[src/rtl/route_compute_stage.sv]
// route_compute_stage: 2-entry input FIFO, XY route compute on the FIFO head, registered output stage.
// Ports: clk, rst_n (async, active low); in_valid/in_ready/in_pkt upstream handshake;
//   out_valid/out_ready/out_pkt/out_req downstream handshake with one-hot {L,S,N,W,E} request;
//   cnt_e/w/n/s/l per-direction forwarded-packet counters.
// Config: define ROUTE_CNT_EN to build the counters; otherwise they read 0.
module hdr_fields (
  input  logic [63:0] pkt_i,
  output logic        vc_o,
  output logic        dx_o,
  output logic        dy_o,
  output logic [4:0]  rsv_o,
  output logic [3:0]  hx_o,
  output logic [3:0]  hy_o,
  output logic [7:0]  srcx_o,
  output logic [7:0]  srcy_o,
  output logic [31:0] payload_o
);
  assign {vc_o, dx_o, dy_o, rsv_o, hx_o, hy_o, srcx_o, srcy_o, payload_o} = pkt_i;
endmodule

module route_compute_stage #(
  parameter int PKT_W = 64,
  parameter int CNT_W = 16
) (
  input  logic             clk,
  input  logic             rst_n,
  input  logic             in_valid,
  output logic             in_ready,
  input  logic [PKT_W-1:0] in_pkt,
  output logic             out_valid,
  input  logic             out_ready,
  output logic [PKT_W-1:0] out_pkt,
  output logic [4:0]       out_req,
  output logic [CNT_W-1:0] cnt_e,
  output logic [CNT_W-1:0] cnt_w,
  output logic [CNT_W-1:0] cnt_n,
  output logic [CNT_W-1:0] cnt_s,
  output logic [CNT_W-1:0] cnt_l
);
  logic [PKT_W-1:0] mem_q [2];
  logic             wr_ptr_q, rd_ptr_q;
  logic [1:0]       cnt_q, cnt_d;
  logic             out_valid_q;
  logic [PKT_W-1:0] out_pkt_q, route_pkt;
  logic [4:0]       out_req_q, route_req;
  logic             push, pop;
  logic             vc, dx, dy;
  logic [4:0]       rsv;
  logic [3:0]       hx, hy, hx_d, hy_d;
  logic [7:0]       srcx, srcy;
  logic [31:0]      payload;

  hdr_fields u_hdr (
    .pkt_i(mem_q[rd_ptr_q]), .vc_o(vc), .dx_o(dx), .dy_o(dy), .rsv_o(rsv),
    .hx_o(hx), .hy_o(hy), .srcx_o(srcx), .srcy_o(srcy), .payload_o(payload)
  );

  assign in_ready = cnt_q != 2'd2;
  assign push     = in_valid & in_ready;
  assign pop      = (cnt_q != 2'd0) & (~out_valid_q | out_ready);
  assign cnt_d    = cnt_q + {1'b0, push} - {1'b0, pop};

  // X is exhausted before Y is touched; a zero hop field is never decremented.
  always_comb begin
    hx_d      = hx != 4'd0 ? hx - 4'd1 : hx;
    hy_d      = hx == 4'd0 && hy != 4'd0 ? hy - 4'd1 : hy;
    route_req = hx != 4'd0 ? (dx ? 5'b00010 : 5'b00001) :
                hy != 4'd0 ? (dy ? 5'b01000 : 5'b00100) : 5'b10000;
    route_pkt = {vc, dx, dy, rsv, hx_d, hy_d, srcx, srcy, payload};
  end

  always_ff @(posedge clk) if (push) mem_q[wr_ptr_q] <= in_pkt;

  always_ff @(posedge clk or negedge rst_n)
    if (!rst_n) begin
      cnt_q       <= '0;
      wr_ptr_q    <= 1'b0;
      rd_ptr_q    <= 1'b0;
      out_valid_q <= 1'b0;
      out_pkt_q   <= '0;
      out_req_q   <= '0;
    end else begin
      cnt_q    <= cnt_d;
      wr_ptr_q <= wr_ptr_q ^ push;
      rd_ptr_q <= rd_ptr_q ^ pop;
      if (pop) begin
        out_valid_q <= 1'b1;
        out_pkt_q   <= route_pkt;
        out_req_q   <= route_req;
      end else if (out_ready) out_valid_q <= 1'b0;
    end

  assign out_valid = out_valid_q;
  assign out_pkt   = out_pkt_q;
  assign out_req   = out_req_q;

`ifdef ROUTE_CNT_EN
  logic [CNT_W-1:0] dir_cnt_q [5];
  always_ff @(posedge clk or negedge rst_n)
    if (!rst_n) for (int i = 0; i < 5; i++) dir_cnt_q[i] <= '0;
    else for (int i = 0; i < 5; i++)
      if (out_valid_q & out_ready & out_req_q[i]) dir_cnt_q[i] <= dir_cnt_q[i] + CNT_W'(1);
  assign cnt_e = dir_cnt_q[0];
  assign cnt_w = dir_cnt_q[1];
  assign cnt_n = dir_cnt_q[2];
  assign cnt_s = dir_cnt_q[3];
  assign cnt_l = dir_cnt_q[4];
`else
  assign cnt_e = '0;
  assign cnt_w = '0;
  assign cnt_n = '0;
  assign cnt_s = '0;
  assign cnt_l = '0;
`endif
endmodule
[config.mk]
export PLATFORM = sky130hd
export DESIGN_NAME = route_compute_stage
export DESIGN_NICKNAME = d
export VERILOG_FILES = /design/src/rtl/route_compute_stage.sv
export SDC_FILE = /design/constraint.sdc
export NUM_CORES = 1
export LEC_CHECK = 0
export ABC_AREA = 1
export BUFFER_PORTS_ARGS = -buffer_cell sky130_fd_sc_hd__buf_4
export CORE_UTILIZATION = 53
export CTS_CLUSTER_SIZE = 25
export DETAILED_ROUTE_END_ITERATION = 8
export PLACE_DENSITY = 0.82
export SYNTH_ARGS = -nofsm -noshare
export SYNTH_HDL_FRONTEND = slang
export SYNTH_SLANG_ARGS = --single-unit
export TNS_END_PERCENT = 30
[constraint.sdc]
create_clock -name clk -period 5.3 [get_ports clk]
set_input_delay 1.06 -clock clk [delete_from_list [all_inputs] [get_ports clk]]
set_output_delay 1.06 -clock clk [all_outputs]
set_load 0.05 [all_outputs]
; ---- Word-level counts from Yosys, hierarchy flattened
; Memory sizes are Yosys's and may differ from the RTL's.
; Cells that the tools add are included.
[word_totals]
out_inout_bits = 151
latch_bits = 0
mem_bits_ro = 0
n_memories = 1
wordCells = 34
regBits = 74
ram_bits = 128
[memory_table]
columns = name, words, width, read_ports, rd_clocked_by_memory_dff, wr, line
row1 = mem_q, 2, 64, 1, 0, 1, 40  ; logic [PKT_W-1:0] mem_q [2];
[op_classes]
n_addsub = 4
mul = 0
n_eq_ne = 1
n_bitwise = 6
n_div = 0
mux = 10
n_lt_le_gt_ge = 0
shift = 0
reduce_logical = 6
[op_table]
columns = operator, n
row1 = $mux 4, 3
row2 = $mux 5, 2
row3 = $reduce_bool 4->1, 2
row4 = $sub 4x1->4 const B, 2
row5 = $logic_not 4->1, 1
row6 = $mux 1, 4
row7 = $reduce_bool 2->1, 2
row8 = $add 2x1->2, 1
row9 = $and 1x1->1, 2
row10 = $mux 2, 1
row11 = $ne 2x2->1 const B, 1
row12 = $sub 2x1->2, 1
row13 = $xor 1x1->1, 2
row14 = $logic_and 1x1->1, 1
row15 = $not 1->1, 1
row16 = $or 1x1->1, 1

; ---- Logic depth before layout (Yosys ltp)
; Gate-level depths: netlist (run 1).
[logic_depth]
word_depth = 4
ltp_mapped = 14
mapped_depth_nobuf = 12

; ---- Modules after synthesis
; From an unflattened synthesis (run 1), not the netlist that was laid out.
[hier_totals]
hier_cells = 834
hier_area_um2 = 8792.2
[modules_own_cells]
columns = mod, cells_each, area_each_um2, n_inst
row1 = route_compute_stage, 770, 8311.7, 1
row2 = hdr_fields, 64, 480.5, 1

; ---- Worst setup path after synthesis (run 1)
; No wires, ideal clock.
[synth_path]
path_kind = input port to flip-flop
start = input in_valid
end = memory mem_q[1][0] (enable)
setup_slack_ns = 0.974
stages = 2
path_buffers = 0
setup_time_ns = 0.487
arrival_time_ns = 3.840
required_ns = 4.813
cell_sequence = nand2_1 > nor2_1
[synth_between]
elab_chain_len = 3
[synth_rtl]
columns = element, line
row1 = "start, declared", 27  ; input logic in_valid,
row2 = $and 1x1->1, 59  ; assign push = in_valid & in_ready;
row3 = $mux 1, 72  ; always_ff @(posedge clk) if (push) mem_q[wr_ptr_q] <= in_pkt;
row4 = $mux 1 (implied by the code), 72
row5 = "end, declared", 40
; Every way passes these cells.

; ---- Worst setup path in the final report (run 1)
[layout_path]
start = register rd_ptr_q
end = register out_pkt_q[51] (netlist: out_pkt[51])
[layout_between]
elab_chain_len = 4
elab_cells_between_ends = 6
[layout_rtl]
columns = element, line
row1 = "start, declared", 41  ; logic wr_ptr_q, rd_ptr_q;
row2 = "start signal, assigned", 85  ; rd_ptr_q <= rd_ptr_q ^ pop;
row3 = $mem_v2 2x64 *, n/a
row4 = "parallel branches: the longest is 2 deep, another holds $sub 4x1->4", n/a
row5 = $mux 4 *, 66  ; hy_d = hx == 4'd0 && hy != 4'd0 ? hy - 4'd1 : hy;
row6 = "end signal, assigned", 88  ; out_pkt_q <= route_pkt;
row7 = "end, declared", 44  ; logic [PKT_W-1:0] out_pkt_q, route_pkt;
; Every way passes the cells marked *.
; A chain may end at the register's enable or synchronous reset.

==> metrics.txt, run 1 <==
Worst Path Buf+Inv 1; Final ANT Viol Nets 0; Sw Ratio 0.4293; htree depth 1; status complete, no violations; Layout Nets 877; cts hold-fix bufs 0; Clock Skew between 0.008 and 0.009 ns; Seq/Total Area, Yosys 0.6955; worst skew pair latency approximately 0.48 ns; commonest non-fill, non-tap cell in the layout nand2_1; worst hold slack about 0.47 ns; Initial Util 0.5407; Switching Power roughly 2.8 mW; Worst-Margin Slew roughly 0.96 ns; area of the multi-input gates between 1500 and 2000 um^2; die width about 130 um; Synth Cell Area about 8200 um^2; Final HPWL DP between 9000 and 10000 um; FF/Latch Area roughly 5700 um^2; Setup CP Type reg -> reg; Tot GR Track Use 0.1801; Clock Power Share 0.202; Worst Setup End Kind register; crit-path leading delay family flip-flops; deepest clock path buffer count 3; fmax approximately 400 MHz; max-capacitance violation count 0; combinational share of power 0.418; Yosys cell types 32; final slew viol count 0; Syn-to-layout area delta 17.68%; post-synth top area cell edfxtp_1; Worst setup SP type register; die area around 16000 um^2; largest net degree at the start of global routing 75; PortBufs about 140; post-CTS setup buffers 0; initial antenna violation count 1; Clock transition at path regs roughly 0.060 ns; commonest non-fill, non-tap cells in the layout nand2_1, buf_4, edfxtp_1; sequence of cells on the critical path inv_4, o21ai_2, ha_1, nand2_1, nor2_2, nand2_2, nand2_1, nand2_1, nand2_1, nand2_1; layout cells sized above 1 0.2454; DRC viols 0; Initial DRT Pass Iterations 4; Die Y 126.3 um; first-pass GRT wire length ~22000 um; Rel. slew slack 0.3610; I/O pins between 200 and 250; sequential share of power 0.380; FF+latch count, synth between 200 and 250; flop-to-flop setup slack 2.81 ns; routability cong. 0.7941; top post-synthesis cells by area edfxtp_1, dfrtp_1, buf_4; final hold vios 0; Critical Path AT roughly 2.9 ns; min cycle time layout 2.495 ns; DR WL/cell between 10 and 15 um; worst vdd ir 0.4087 mV; via count roughly 4900; GRT overflow 0; RSZ-0062 raised after global routing no; internal power roughly 3.8 mW; Cell Pwr Density roughly 680 nW/um^2; final WL roughly 14000 um; DRT iter0 DRCs about 230; Final setup viols 0; worst min path class reg -> reg; FILL cells 1144; slowest CP cell dfrtp_2; cell count after synthesis 670; cells resized by post-CTS repair 0; CTS Buf Count 21; Pleak approximately 4.1 nW; Post-Syn Area per Cell about 12 um^2; Crit path top cell by count nand2_1; vias in the first global route roughly 4500; CTS tree yes; Site Rows between 40 and 50; CP required approximately 5.7 ns; core region area between 15000 and 20000 um^2; Root Driver clkbuf_16; crit path max fanout 65; top cell type's share of synthesized area 0.4694; CTS Sinks roughly 200; Ys Warns 0; Max stage delay on crit path slightly below 0.8 ns; crit share post-route 0.4707; setup TNS 0 ns; vias per cell between 4 and 5
[per-stage QoR]
stage                       util  power, mW  area [um^2]  setup slack [ns]  cells
after floorplan                -      4.633         8486            0.9739    749
after global placement    0.5948      5.240         9009             2.328    970
after detailed placement  0.5948      5.309         9009             2.332    970
after CTS                 0.6361      6.647         9634             2.778   1007
after global routing      0.6363      6.943         9637             2.555   1008
final                     0.6363      6.584         9637             2.805   1008
[cell usage after synthesis, drive strengths merged]
cell    number
conb         1
inv         19
nor2        62
nand2      186
edfxtp     128
o211ai       2
ha           4
a21boi       1
dfrtp       74
o21ai       11
o31ai        1
a21oi        1
or2          3
a31oi       54
nand3        8
buf        109
xor2         4
xnor2        2
[kinds of logic after synthesis]
kind of cell,count (synthesis),synth area share
AND/OR/NAND/NOR,259,0.1282
flip-flops,202,0.6955
buffers and inverters,128,0.1073
AO/OA/AOI/OAI,70,0.05607
XOR/XNOR,6,0.006417
adder cells (fa/ha/maj),4,0.006112
other,1,0.0004579
[registers in the layout, indices dropped and copies added, names as in the netlist]
name       flops
out_req        5
wr_ptr_q       1
cnt_q          2
rd_ptr_q       1
out_pkt       64
out_valid      1
mem_q        128
[power groups by stage]
stage / Combinational [mW] / Sequential (mW) / Clock [mW]
floorplan: 1.27 / 3.37 / 0
global placement: 2.72 / 2.52 / 0
detailed placement: 2.78 / 2.53 / 0
CTS: 2.78 / 2.51 / 1.36
global route: 2.96 / 2.55 / 1.43
finish: 2.75 / 2.50 / 1.33
[metal layers]
layer / GRT usage / part of all wire
met4: 0.07512 / 0.028
met5: 0 / 0
met3: 0.04302 / 0.062
met1: 0.2252 / 0.41
met2: 0.3029 / 0.49
[cell type report]
cell class              instances  area share
inverters                      19    0.007660
multi-input cells             419      0.2010
clock buffers                  24     0.05570
diodes                          1   0.0002597
repair buffers                142      0.1106
clock inverters                13    0.009218
flip-flops and latches        202      0.5911
well taps                     188     0.02441
[tightest hold or removal path, delay by kind of cell (launching register included)]
family / cells / cell delay (ns)
DFF: 1 / 0.34
and+or+nand+nor: 2 / 0.09
[path summary, 6_finish.rpt]
check,start,depth (start not counted),endpoint
setup / recovery,rd_ptr_q$_DFF_PN0_,10,out_pkt[51]$_DFFE_PN0P_
hold / removal,out_pkt[61]$_DFFE_PN0P_,2,out_pkt[61]$_DFFE_PN0P_
setup reg to reg,rd_ptr_q$_DFF_PN0_,10,out_pkt[51]$_DFFE_PN0P_
hold reg to reg,out_pkt[61]$_DFFE_PN0P_,2,out_pkt[61]$_DFFE_PN0P_
max in group asynchronous,rst_n,1,rd_ptr_q$_DFF_PN0_
min in group asynchronous,rst_n,1,out_pkt[16]$_DFFE_PN0P_
Note: power is estimated with default switching activity, not from simulation.
==> run 2: changes to the inputs <==
ABC_AREA = 0   (was 1)
CORE_UTILIZATION = 47   (was 53)
PLACE_DENSITY = 0.78   (was 0.82)
clock period = 2.07 ns   (was 5.3 ns; I/O delays follow)
==> metrics.txt, run 2 <==
Root Driver clkbuf_16; layout cells sized above 1 0.2741; Critical Path AT 2.33 ns; CTS Buf Count 21; Switching Power between 6 and 7 mW; Final ANT Viol Nets 0; setup TNS 0 ns; Die Y ~130 um; max reg flops roughly 130; max-capacitance violation count 0; post-synth top area cell edfxtp_1; crit-path leading delay family compound AO/OA/AOI/OAI gates; internal power around 10 mW; top post-synthesis cells by area edfxtp_1, dfrtp_1, buf_4; Setup CP Type reg -> reg; htree depth 1; hold_sp in_pkt[19]; commonest non-fill, non-tap cells in the layout buf_4, edfxtp_1, conb_1; min cycle time layout just under 2 ns; Pleak between 4 and 5 nW; GRT overflow 0; worst min path class in -> reg; Largest Register mem_q; Worst-Margin Slew 0.7943 ns; crit path max fanout 13; PortBufs ~140; DR WL/cell around 16 um; top cell type's share of synthesized area 0.4767; final WL approximately 15000 um; worst hold slack 0.1123 ns; CTS tree yes; DRT iter0 DRCs 144; final hold vios 0; FFs w/ async S/R, synth 0.3663; initial antenna violation count 0; CTS Sinks between 200 and 250; Finished Layout Cells ~940; cell count after synthesis 551; die area 17680 um^2; deepest clock path buffer count 3; crit share post-route 0.9432; die width about 130 um; Worst Setup End Kind register; I/O pins 219; Synth Cell Area roughly 8000 um^2; most frequent cell after synthesis edfxtp_1; reg-to-reg critical path startpoint rd_ptr_q$_DFF_PN0_; via count approximately 4500; Syn-to-layout area delta 21.79%; fmax around 510 MHz; Clock transition at path regs 0.06 ns; Site Rows 47; Post-Syn Area per Cell about 15 um^2; Sw Ratio 0.4080; Post-synth top cells edfxtp_1, buf_4, dfrtp_1, nand2_1, mux2i_1; CP required approximately 2.5 ns; largest net degree at the start of global routing 65; Initial Util 0.4845; commonest non-fill, non-tap cell in the layout buf_4; vias per cell 4.801; core region area 16640 um^2; DRC viols 0; worst skew pair latency approximately 0.48 ns; routability cong. 0.8714; dpl cells approximately 900; vias in the first global route approximately 4400; Worst Path Buf+Inv 1; sequence of cells on the critical path mux2i_2, ha_1, o21a_1, buf_4, a21boi_0, o31ai_1; Tot GR Track Use 0.1656; Seq/Total Area, Yosys 0.7064; final slew viol count 0; Clock Power Share 0.216; Rel. slew slack 0.4684; first-pass GRT wire length about 23000 um; FF+latch count, synth between 200 and 250; predominant post-synthesis flop cell edfxtp_1; Yosys cell types 37; Layout Nets a little under 800; Worst setup SP type register; RSZ-0062 raised after global routing no; FILL cells 1310; Max stage delay on crit path about 0.55 ns; Final HPWL DP 9442 um; combinational share of power 0.408; Post-synth EDFFs 128; Initial DRT Pass Iterations 4; Antenna Cells 0; Final setup viols 0; Crit. Startpoint rd_ptr_q$_DFF_PN0_; Ys Warns 0; Clock Skew around 0.013 ns; sequential share of power 0.376; status complete, no violations; slowest CP cell dfrtp_4; worst vdd ir between 1 and 1.5 mV; Cell Pwr Density between 1500 and 2000 nW/um^2
==> run 2: cells by family after synthesis <==
kind of cell | synth area share
flip-flops | 0.7064
AO/OA/AOI/OAI | 0.05586
multiplexers | 0.08395
XOR/XNOR | 0.007604
buffers and inverters | 0.09389
adder cells (fa/ha/maj) | 0.006208
other | 0.0004651
AND/OR/NAND/NOR | 0.04562
==> run 2: repair_timing <==
action	in CTS	in global routing
hold buffers	1	0
gates resized for setup	0	2
setup endpoints to repair	0	2
endpoints found under the hold margin	28	0
buffers inserted	0	0
==> run 2: worst paths after layout <==
check / end / slack [ns] / depth (start not counted)
hold reg to reg: out_req[0]$_DFFE_PN0P_ / 0.48 / 2
min in group asynchronous: out_pkt[38]$_DFFE_PN0P_ / 0.40 / 2
setup / recovery: out_pkt[49]$_DFFE_PN0P_ / 0.12 / 6
hold / removal: mem_q[0][19]$_DFFE_PP_ / 0.11 / 1
setup reg to reg: out_pkt[49]$_DFFE_PN0P_ / 0.12 / 6
max in group asynchronous: out_pkt[1]$_DFFE_PN0P_ / 1.05 / 3
==> run 2: layout make-up <==
class | count | area [um^2] | area share
Tap cell | 220 | 275.3 | 0.02803
Inverter | 3 | 11.26 | 0.001147
Clock inverter | 12 | 117.6 | 0.01198
Clock buffer | 25 | 560.5 | 0.05708
Timing Repair Buffer | 151 | 1199 | 0.1221
Sequential cell | 202 | 5699 | 0.5804
Multi-Input combinational cell | 322 | 1957 | 0.1993
==> run 2: worst reg2reg max path: stages, from the launching register on <==
cell and delay (ns):
dfrtp_4 0.55, mux2i_2 0.29, ha_1 0.27, o21a_1 0.25, buf_4 0.18, a21boi_0 0.10
o31ai_1 0.22
==> run 2: power by group through the flow <==
stage	registers [mW]	logic, mW	clock network, mW
after CTS	6.36	6.96	3.75
after global placement	6.35	6.78	0
after detailed placement	6.41	6.95	0
after global routing	6.48	7.31	3.92
final	6.35	6.89	3.66
after floorplan	8.50	2.91	0
==> run 2: routing by layer <==
metal / share of wire / vias to the layer above / GRT usage
met5: 0 / - / 0
met4: 0.013 / 0 / 0.04406
met3: 0.089 / 17 / 0.05594
met2: 0.50 / 189 / 0.2795
met1: 0.40 / 2179 / 0.2031
li1: - / 2104 / -
==> run 2: metrics by stage <==
step	area, um^2	utilization	setup WS (ns)	power [mW]
after global routing	9819	0.5900	0.01607	17.71
after CTS	9812	0.5896	0.08736	17.07
after floorplan	8394	-	-0.05107	11.41
final	9819	0.5900	0.1175	16.90
after detailed placement	9124	0.5482	0.1084	13.36
after global placement	9124	0.5482	0.2143	13.13
==> run 3: changes to the inputs <==
CORE_MARGIN = 5   (was not set)
CORE_UTILIZATION = 49   (was 47)
CTS_BUF_LIST = sky130_fd_sc_hd__clkbuf_2 sky130_fd_sc_hd__clkbuf_4 sky130_fd_sc_hd__clkbuf_8   (was not set)
PLACE_DENSITY = 0.8   (was 0.78)
==> metrics.txt, run 3 (same netlist as run 2, synthesis figures left out) <==
status complete, no violations; routability cong. around 0.8; crit path max fanout 10; final hold vios 0; R2R Path End out_pkt[49]$_DFFE_PN0P_; initial antenna violation count 0; largest net degree at the start of global routing 65; via count 4703; layout cells sized above 1 0.2952; dpl cells roughly 890; first-pass GRT wire length around 25000 um; commonest non-fill, non-tap cells in the layout buf_4, edfxtp_1, conb_1; CTS tree yes; DRC viols 0; FF/Latch Area approximately 5700 um^2; Largest Register mem_q; die area 19120 um^2; max reg flops ~130; DRT iter0 DRCs between 200 and 250; crit path capture out_pkt[49]$_DFFE_PN0P_; Finished Layout Cells 985; Root Driver clkbuf_8; CTS Buf Count 31; deepest clock path buffer count 3; worst vdd ir ~1.1 mV; Worst Setup End Kind register; commonest non-fill, non-tap cell in the layout buf_4; final WL between 15000 and 20000 um; Final ANT Viol Nets 0; Pleak 4.374 nW; Setup CP Type reg -> reg; vias in the first global route slightly below 5000; CP required 2.51 ns; Clock transition at path regs around 0.060 ns; FILL cells 1118; area of the multi-input gates approximately 2000 um^2; PortBufs 138; RSZ-0062 raised after global routing no; reg-to-reg critical path startpoint rd_ptr_q$_DFF_PN0_; Tot GR Track Use 0.1613; Crit. Startpoint rd_ptr_q$_DFF_PN0_; Cell Pwr Density roughly 1700 nW/um^2; placed cell area 9124 um^2; Final setup viols 0; FF-to-FF path depth 6; Syn-to-layout area delta 25.75%; worst min path class in -> reg; min cycle time layout a little under 2 ns; I/O pins roughly 220; Site Rows 46; fmax about 520 MHz; worst skew pair latency 0.56 ns; Initial Util 0.5039; post-route cell area 10140 um^2; die width roughly 140 um; final slew viol count 0; Antenna Cells 0; Clock Skew between 0.02 and 0.025 ns; htree depth 1; crit share post-route 0.9355; flop-to-flop setup slack about 0.13 ns; core region area approximately 16000 um^2; Initial DRT Pass Iterations 4; vias per cell 4.775; Rel. slew slack 0.3890; Die Y approximately 140 um; Final HPWL DP 10530 um; Critical Path AT ~2.4 ns; GRT overflow 0; Worst setup SP type register; CTS Sinks 202; Layout Nets a little over 800; Worst-Margin Slew 0.9166 ns; DR WL/cell roughly 17 um; max-capacitance violation count 0
-- run 3: cell types whose count changed in the layout (fill, tap and decap cells not counted), moves of 2 or more --
| cell | before | now |
|---|---|---|
| clkbuf_8 | 2 | 36 |
| dlygate4sd3_1 | 1 | 31 |
| clkbuf_16 | 21 | 0 |
| clkbuf_4 | 0 | 15 |
| buf_4 | 145 | 148 |
| clkinvlp_4 | 3 | 0 |
| bufinv_16 | 2 | 0 |
| clkbuf_1 | 2 | 0 |
| clkinv_1 | 3 | 1 |
-- run 3: where the power goes --
| part | switching, mW | total [mW] | internal [mW] |
|---|---|---|---|
| registers | 0.672 | 6.38 | 5.71 |
| clock network | 1.48 | 3.33 | 1.85 |
| logic | 4.86 | 7.11 | 2.25 |
| total | 7.01 | 16.8 | 9.82 |
-- run 3: final cells by class --
type / count / share of cell area
clock inverter: 6 / 0.003456
tap: 216 / 0.02666
timing repair buffer: 185 / 0.1520
clock buffer: 51 / 0.05998
inverter: 3 / 0.001111
multi-input combinational: 322 / 0.1946
sequential: 202 / 0.5621
-- run 3: how the worst min path moves through the flow --
stage,to,startpoint,slack [ns],depth (start not counted)
5_1_grt,mem_q[1][28]$_DFFE_PP_,in_pkt[28],-0.008,1
6_report,mem_q[1][29]$_DFFE_PP_,in_pkt[29],0.04,1
4_1_cts,mem_q[1][9]$_DFFE_PP_,in_pkt[9],0.0004,1
3_5_place_dp,out_pkt[31]$_DFFE_PN0P_,rst_n,0.42,1
2_1_floorplan,cnt_q[0]$_DFF_PN0_,rst_n,0.12,0
3_3_place_gp,out_pkt[31]$_DFFE_PN0P_,rst_n,0.42,1
-- run 3: what timing repair did --
| item | in CTS | in global routing |
|---|---|---|
| gates resized for setup | 2 | 4 |
| hold buffers | 3 | 28 |
| endpoints found under the hold margin | 37 | 51 |
| setup buffers | 0 | 5 |
| gates cloned | 0 | 0 |
| pin swaps | 0 | 1 |
| setup endpoints to repair | 4 | 4 |
-- run 3: through the flow --
step	worst slack (ns)	power [mW]	utilization	setup TNS [ns]	hold WS (ns)
after floorplan	-0.05107	11.41	-	-3.269	0.1184
after global placement	0.1862	13.19	0.5702	0	0.4158
after detailed placement	-0.04283	13.43	0.5702	-0.1192	0.4153
after CTS	0.0009268	16.81	0.6128	0	0.0004374
after global routing	0.007632	17.71	0.6336	0	-0.007930
final	0.1336	16.82	0.6336	0	0.04428
-- run 3: critical path, cell delays in order, from the launching register on --
cell,delay [ns]
dfrtp_4,0.56
mux2i_2,0.28
ha_2,0.28
o21a_2,0.21
buf_4,0.16
a21boi_0,0.09
o31ai_1,0.26
-- run 3: per-layer routing --
| layer | vias to the layer above | GRT usage | routed length [um] |
|---|---|---|---|
| met3 | 27 | 0.05414 | 1519 |
| met5 | - | 0 | 0 |
| met1 | 2254 | 0.1986 | 6428 |
| met4 | 0 | 0.03900 | 328 |
| li1 | 2194 | - | - |
| met2 | 228 | 0.2767 | 8233 |
